File: config.mk
export PLATFORM = sky130hd
export DESIGN_NAME = video_ega_vram_arb
export DESIGN_NICKNAME = d
export VERILOG_FILES = /design/src/rtl/video_ega_pkg.sv /design/src/rtl/video_ega_arb_pick.sv /design/src/rtl/video_ega_vram_arb.sv
export SDC_FILE = /design/constraint.sdc
export NUM_CORES = 1
export LEC_CHECK = 0
export CAP_MARGIN = 30
export CORE_UTILIZATION = 40
export CTS_CLUSTER_DIAMETER = 120
export DETAILED_ROUTE_END_ITERATION = 8
export MAX_ROUTING_LAYER = met4
export PLACE_DENSITY = 0.78
export SYNTH_ARGS = -nofsm -noshare
export SYNTH_HDL_FRONTEND = slang
export SYNTH_SLANG_ARGS = --single-unit
File: constraint.sdc
create_clock -name iClk -period 2.7 [get_ports iClk]
set_clock_uncertainty 0.2 [all_clocks]
set_input_delay 0.405 -clock iClk [delete_from_list [all_inputs] [get_ports iClk]]
set_output_delay 0.405 -clock iClk [all_outputs]
set_load 0.05 [all_outputs]
File: src/rtl/video_ega_pkg.sv
// Shared types and constants for the EGA plane-VRAM CPU-side port.
package video_ega_pkg;

  localparam int unsigned VRAM_ADDR_W = 14;
  localparam logic [3:0]  PLANES_ALL  = 4'hF;

  typedef enum logic [1:0] {
    IDLE    = 2'd0,
    ISSUE   = 2'd1,
    CAPTURE = 2'd2
  } arbStateT;

  // Plane strobes for one access: reads never drive a strobe.
  function automatic logic [3:0] wrStrobe(input logic we, input logic [3:0] mask);
    return we ? (mask & PLANES_ALL) : 4'h0;
  endfunction

endpackage

File: src/rtl/video_ega_arb_pick.sv
// Winner select for the two VRAM requesters plus the starvation counter protecting B.
module video_ega_arb_pick
  import video_ega_pkg::*;
#(
  parameter int unsigned STARVE_LIMIT = 4
) (
  input  logic iClk,
  input  logic iRst,
  input  logic iDecide,
  input  logic iAReq,
  input  logic iBReq,
  output logic oGrantB_c
);

  localparam logic [2:0] LIMIT = 3'(STARVE_LIMIT);

  logic [2:0] starveCnt;

  // A has priority until B has watched LIMIT consecutive A grants go by.
  assign oGrantB_c = iBReq && (!iAReq || (starveCnt == LIMIT));

  always_ff @(posedge iClk) begin
    if (iRst) begin
      starveCnt <= '0;
    end else if (iDecide) begin
      if (!iBReq || oGrantB_c) begin
        starveCnt <= '0;
      end else if (iAReq && (starveCnt != LIMIT)) begin
        starveCnt <= starveCnt + 3'd1;
      end
    end
  end

endmodule

File: src/rtl/video_ega_vram_arb.sv
// Two-requester arbiter/sequencer for the EGA plane VRAM: one access at a time,
// write every 2 cycles, read data returned 3 cycles after the decision.
module video_ega_vram_arb
  import video_ega_pkg::*;
#(
  parameter int unsigned ADDR_W       = VRAM_ADDR_W,
  parameter int unsigned STARVE_LIMIT = 4
) (
  input  logic              iClk,
  input  logic              iRst,
  input  logic              iAReq,
  input  logic              iAWe,
  input  logic [ADDR_W-1:0] iAAddr,
  input  logic [31:0]       iAWrData,
  input  logic [3:0]        iAWrMask,
  output logic              oAAck,
  output logic [31:0]       oARdData,
  output logic              oARdValid,
  input  logic              iBReq,
  input  logic              iBWe,
  input  logic [ADDR_W-1:0] iBAddr,
  input  logic [31:0]       iBWrData,
  input  logic [3:0]        iBWrMask,
  output logic              oBAck,
  output logic [31:0]       oBRdData,
  output logic              oBRdValid,
  output logic [ADDR_W-1:0] oVramAddr,
  output logic [3:0]        oVramWr,
  output logic [31:0]       oVramWrData,
  input  logic [31:0]       iVramRdData
);

  arbStateT state;
  logic     grantB;
  logic     isRead;
  logic     decide_c;
  logic     pickB_c;

  assign decide_c = (state == IDLE);

  video_ega_arb_pick #(
    .STARVE_LIMIT(STARVE_LIMIT)
  ) uPick (
    .iClk     (iClk),
    .iRst     (iRst),
    .iDecide  (decide_c),
    .iAReq    (iAReq),
    .iBReq    (iBReq),
    .oGrantB_c(pickB_c)
  );

  always_ff @(posedge iClk) begin
    if (iRst) begin
      state       <= IDLE;
      grantB      <= 1'b0;
      isRead      <= 1'b0;
      oAAck       <= 1'b0;
      oBAck       <= 1'b0;
      oARdData    <= '0;
      oBRdData    <= '0;
      oARdValid   <= 1'b0;
      oBRdValid   <= 1'b0;
      oVramAddr   <= '0;
      oVramWr     <= '0;
      oVramWrData <= '0;
    end else begin
      oAAck     <= 1'b0;
      oBAck     <= 1'b0;
      oARdValid <= 1'b0;
      oBRdValid <= 1'b0;
      case (state)
        IDLE: begin
          if (iAReq || iBReq) begin
            grantB <= pickB_c;
            oAAck  <= !pickB_c;
            oBAck  <= pickB_c;
            if (pickB_c) begin
              oVramAddr   <= iBAddr;
              oVramWrData <= iBWrData;
              oVramWr     <= wrStrobe(iBWe, iBWrMask);
              isRead      <= !iBWe;
            end else begin
              oVramAddr   <= iAAddr;
              oVramWrData <= iAWrData;
              oVramWr     <= wrStrobe(iAWe, iAWrMask);
              isRead      <= !iAWe;
            end
            state <= ISSUE;
          end
        end
        // VRAM performs the access at the end of this cycle.
        ISSUE: begin
          oVramWr <= '0;
          state   <= isRead ? CAPTURE : IDLE;
        end
        CAPTURE: begin
          if (grantB) begin
            oBRdData  <= iVramRdData;
            oBRdValid <= 1'b1;
          end else begin
            oARdData  <= iVramRdData;
            oARdValid <= 1'b1;
          end
          state <= IDLE;
        end
        default: state <= IDLE;
      endcase
    end
  end

endmodule

# ---- Yosys cells after proc, flatten, opt, wreduce, memory -nomap -nowiden
# Index checks and enable logic that the tools add are counted.
dict set report word_totals {
  regBits 125
  elab_cells 58
}
dict set report classes {
  add_sub_neg 1
  n_mux 15
  bitwise_logic 4
  n_reduce_logical 20
  n_eq_ne 5
}
# operator n
set ops {}
lappend ops {{32-bit 2-to-1 mux} 1}
lappend ops {{4-bit 2-to-1 mux} 4}
lappend ops {{14-bit 2-to-1 mux} 1}
lappend ops {{2-bit AND reduction} 5}
lappend ops {{4-bit one-hot mux with 2 select lines} 1}
lappend ops {{3-bit 2-to-1 mux} 2}
lappend ops {{1-bit zero test} 5}
lappend ops {{2-bit 2-to-1 mux} 2}
lappend ops {{1-bit inverter} 4}
lappend ops {{2-bit one-hot mux with 2 select lines} 1}
lappend ops {{2-bit nonzero test} 2}
lappend ops {{3-bit by 1-bit adder with 3-bit output (second input constant)} 1}
lappend ops {{3-bit equality test (second input constant)} 1}
lappend ops {{1-bit logical OR} 3}
lappend ops {{1-bit 2-to-1 mux} 3}
lappend ops {{3-bit inequality test (second input constant)} 1}
lappend ops {{3-bit OR reduction} 1}
lappend ops {{2-bit by 1-bit equality test with 1-bit output (second input constant)} 1}
lappend ops {{2-bit equality test (second input constant)} 1}
lappend ops {{1-bit logical AND} 2}
lappend ops {{2-bit zero test} 1}
lappend ops {{2-bit by 1-bit inequality test with 1-bit output (second input constant)} 1}
lappend ops {{2-bit OR reduction} 1}

# ---- Longest topological paths before layout
dict set report logic_depth {
  depth_word 6
  mapped_depth 7
}

# ---- Cells and area by module
# From an unflattened synthesis, not the netlist that was laid out.
dict set report unflattened {
  cells_unflattened 553
  hier_area_um2 4948.5
}
# module seq_area_each_um2 instances cells_per_inst area_each_um2
set modules_own_cells {}
lappend modules_own_cells {video_ega_vram_arb 2442.3 1 536 4778.3}
lappend modules_own_cells {video_ega_arb_pick 60.1 1 17 170.2}

# ---- Worst setup path after synthesis
# OpenSTA, ideal clock, no wires.
dict set report synth_path {
  path_type {register to register}
  from {reg uPick.starveCnt[0]}
  to {reg oVramWr[1]}
  path_stages_with_launch 7
  setup_slack_ps 1046
  n_path_buf 1
  arrival_time_ps 1332
  setup_ps 122
  path_cell_list {dfxtp_1 inv_1 ha_1 a21boi_2 buf_2 nor4_1 a221o_1}
}
dict set report synth_between {
  elab_chain_len 6
}
# element line
set synth_rtl {}
lappend synth_rtl {{start, declared} video_ega_arb_pick.sv:17} ;# logic [2:0] starveCnt;
lappend synth_rtl {{start signal, assigned} video_ega_arb_pick.sv:29} ;# starveCnt <= starveCnt + 3'd1;
lappend synth_rtl {{3-bit equality test} video_ega_arb_pick.sv:20} ;# assign oGrantB_c = iBReq && (!iAReq || (starveCnt == LIMIT));
lappend synth_rtl {{1-bit logical OR} video_ega_arb_pick.sv:20}
lappend synth_rtl {{1-bit logical AND} video_ega_arb_pick.sv:20}
lappend synth_rtl {{4-bit 2-to-1 mux} video_ega_vram_arb.sv:77} ;# if (pickB_c) begin
lappend synth_rtl {{4-bit 2-to-1 mux} video_ega_vram_arb.sv:73} ;# if (iAReq || iBReq) begin
lappend synth_rtl {{4-bit one-hot mux with 2 select lines} video_ega_vram_arb.sv:71} ;# case (state)
lappend synth_rtl {{end signal, assigned} video_ega_vram_arb.sv:80} ;# oVramWr <= wrStrobe(iBWe, iBWrMask);
lappend synth_rtl {{end signal, assigned} video_ega_vram_arb.sv:85} ;# oVramWr <= wrStrobe(iAWe, iAWrMask);
lappend synth_rtl {{end, declared} video_ega_vram_arb.sv:28} ;# output logic [3:0] oVramWr,
# No other way between the ends. The select of a mux whose other input is x is not followed.
# A chain may end at the register's enable or synchronous reset.

# ---- Worst setup path in the final report
dict set report layout_path {
  from {reg oVramWrData[15]}
  to {out oVramWrData[15]}
}
# element line
set layout_rtl {}
lappend layout_rtl {{start, declared} video_ega_vram_arb.sv:29} ;# output logic [31:0] oVramWrData,
lappend layout_rtl {{start signal, assigned} video_ega_vram_arb.sv:79} ;# oVramWrData <= iBWrData;
lappend layout_rtl {{start signal, assigned} video_ega_vram_arb.sv:84} ;# oVramWrData <= iAWrData;
# No word-level cell between the ends.

==> results_dict.tcl <==
set metrics [dict create \
    status "finished, final reports clean" \
    grt_pass1_wl_mm 26.2 \
    slew_headroom_pct 51.9 \
    ys_warn_count 0 \
    ys.flop_type "dfxtp_1" \
    n_antenna_cell 0 \
    rows 40 \
    numCtsBuffers 17 \
    hp-class "input port to register" \
    setup-violations-final 0 \
    worstPathRequired_ns 2.10 \
    critPathKind "register to primary output" \
    synth-seq-area-share_pct 48.8 \
    postCtsSetupBuffers 0 \
    synth_edf_count 0 \
    drc 0 \
    fin_util_pct 68.2 \
    start_util_pct 41.8 \
    drt-total-wl_mm 17.0 \
    start_kind "register" \
    clk-insertion-delay-late_ns 0.40 \
    critPathTopFamily "buffers and inverters" \
    post_cts_resized 0 \
    hold_slack_ns 0.157 \
    async_reset_ff_share_pct 0 \
    cp.arrival_ns 1.60 \
    grt_max_degree 68 \
    grt_usage_pct 25.9 \
    crit_path_end_kind "primary output" \
    stdcell_area_um2 8360 \
    worst_slack_ns 0.491 \
    dpl-instance-area_um2 7790 \
    first_iter_violations 619 \
    ios 256 \
    grt_setup_unrepaired "false" \
    power_density_nw_per_um2 626 \
    fin_tns_setup_ns 0 \
    wl_per_cell_um 16.4 \
    drv_cap 0 \
    design.core.area_um2 12300 \
    htree_num_levels 4 \
    post-route-min-period_ns 2.21 \
    leakagePower_uw 0.00285 \
    syn_area_um2 5130 \
    post-dp-hpwl_mm 11.5 \
    fmax_mhz 453 \
    ant_nets 0 \
    hold_viol 0 \
    die_y_um 115 \
    dp_slack_ns 0.364 \
    postSynthAreaPerCell_um2 8.11 \
    syn_nets 772 \
    cts_root_buffer "clkbuf_16" \
    grt_overflow 0 \
    ir_drop_mv 0.351 \
    numPortBuffers 255 \
    vias_per_cell 5.50 \
    timing.critical_path.cells "clkdlybuf4s50_1" \
    antenna_found_initial 0 \
    worst_pin_slew_ns 0.721 \
    drv_slew 0 \
    die-area_um2 13300 \
    synthCells 632 \
    area_growth_pct 63.1 \
    synth_cell_types 35 \
    cts_buffer_depth 2 \
    crit_slowest_cell "clkdlybuf4s50_1" \
    critPathBufInv 1 \
    cts.sinks 125 \
    cpPeakStageDelay_ns 0.83 \
    cts_hold_buf 0 \
    place.gp.congestion 0.800 \
    nets 994 \
    final_layout_size_suffix_gt1_share_pct 6.11 \
    drt_first_pass_iters 5 \
    min_period_over_period_pct 81.8 \
    crit_path_max_fanout 2 \
    grt_pass1_vias 5387 \
    clk_pin_slew_ns 0.06 \
    num_vias 5693 \
    fp.dieW_um 115 \
    ys_seq_elements 125 \
    cts_tree "built" \
]
per-stage QoR:
step | total power, µW | std cells
2_1_floorplan | 2600 | 632
5_1_grt | 5400 | 1035
6_report | 5230 | 1035
4_1_cts | 5250 | 1035
3_3_place_gp | 3050 | 1003
3_5_place_dp | 3070 | 1003
layout by cell type, fill, tap and decap left out, types with 2 or more instances in the layout:
cell,Yosys,layout
xnor2_1,2,2
clkbuf_1,32,3
o21ai_0,10,10
clkinv_4,0,3
a311oi_1,46,46
buf_4,3,10
nor2_1,6,5
clkbuf_16,0,17
nor4_1,8,8
or2_1,2,2
dfxtp_1,125,125
buf_12,0,6
nand3b_1,5,5
nor3_1,5,5
clkdlybuf4s50_1,0,253
nand3_1,47,47
nor2_4,2,3
inv_1,3,3
o21ai_1,37,37
ha_1,2,2
clkinv_2,0,5
a221o_1,4,4
nand2_1,134,134
a21oi_1,113,113
bufinv_16,0,2
flip-flops by register name (all words and copies together) (netlist names):
| signal | count |
|---|---|
| oARdData | 32 |
| oBRdData | 32 |
| oVramWrData | 32 |
| oVramAddr | 14 |
| oVramWr | 4 |
| uPick.starveCnt | 3 |
| state | 2 |
| grantB | 1 |
| isRead | 1 |
| oAAck | 1 |
| oARdValid | 1 |
| oBAck | 1 |
| oBRdValid | 1 |
layer usage:
metal	wire, µm	share of wire (%)	track usage (%)
met5	0	0	-
met4	392	2.3	9.35
met3	1350	7.9	6.11
met2	8250	49	42.5
met1	7010	41	30.9
cell usage after synthesis (3+ instances only):
master / count / area [µm²]
a311oi_1: 46 / 403
a221o_1: 4 / 40.0
buf_4: 3 / 22.5
o21ai_1: 37 / 185
nand3b_1: 5 / 37.5
nor2_1: 6 / 22.5
a21oi_1: 113 / 566
nor3_1: 5 / 25.0
inv_1: 3 / 11.3
nand3_1: 47 / 235
clkbuf_1: 32 / 120
dfxtp_1: 125 / 2500
o21ai_0: 10 / 50.1
nor4_1: 8 / 50.1
buf_2: 30 / 150
nand2_1: 134 / 503
kinds of logic (layout without fill, tap and decap cells):
group           Yosys count  count (layout)  synth area share [%]
buf+inv                  71             306                  6.15
simple gates            218             218                  19.2
compound gates          213             213                  24.8
mux                       1               1                 0.195
xor+xnor                  2               2                 0.342
fa+ha+maj                 2               2                 0.488
flops                   125             125                  48.8
power by group:
part	internal, µW	switching (µW)	total (µW)
logic	441	607	1050
clock network	1380	811	2190
registers	1940	56.6	1990
area by class of cell:
type,count,area [µm²]
Clock buffer,21,450
Multi-Input combinational cell,436,2330
Timing Repair Buffer,270,2730
Sequential cell,125,2500
Clock inverter,11,119
Inverter,4,15.0
Fill cell,986,3900
Tap cell,168,210
worst paths after layout:
path	from	endpoint	slack, ns	depth (start not counted)
worst max-delay path	oVramWrData[15]	oVramWrData[15]	0.49	1
worst min-delay path	iBReq	grantB	0.16	3
worst max register to register	state[0]	oVramAddr[10]	0.69	4
worst min register to register	oBRdData[24]	oBRdData[24]	0.25	2
Power figures use the tool's default switching activity.
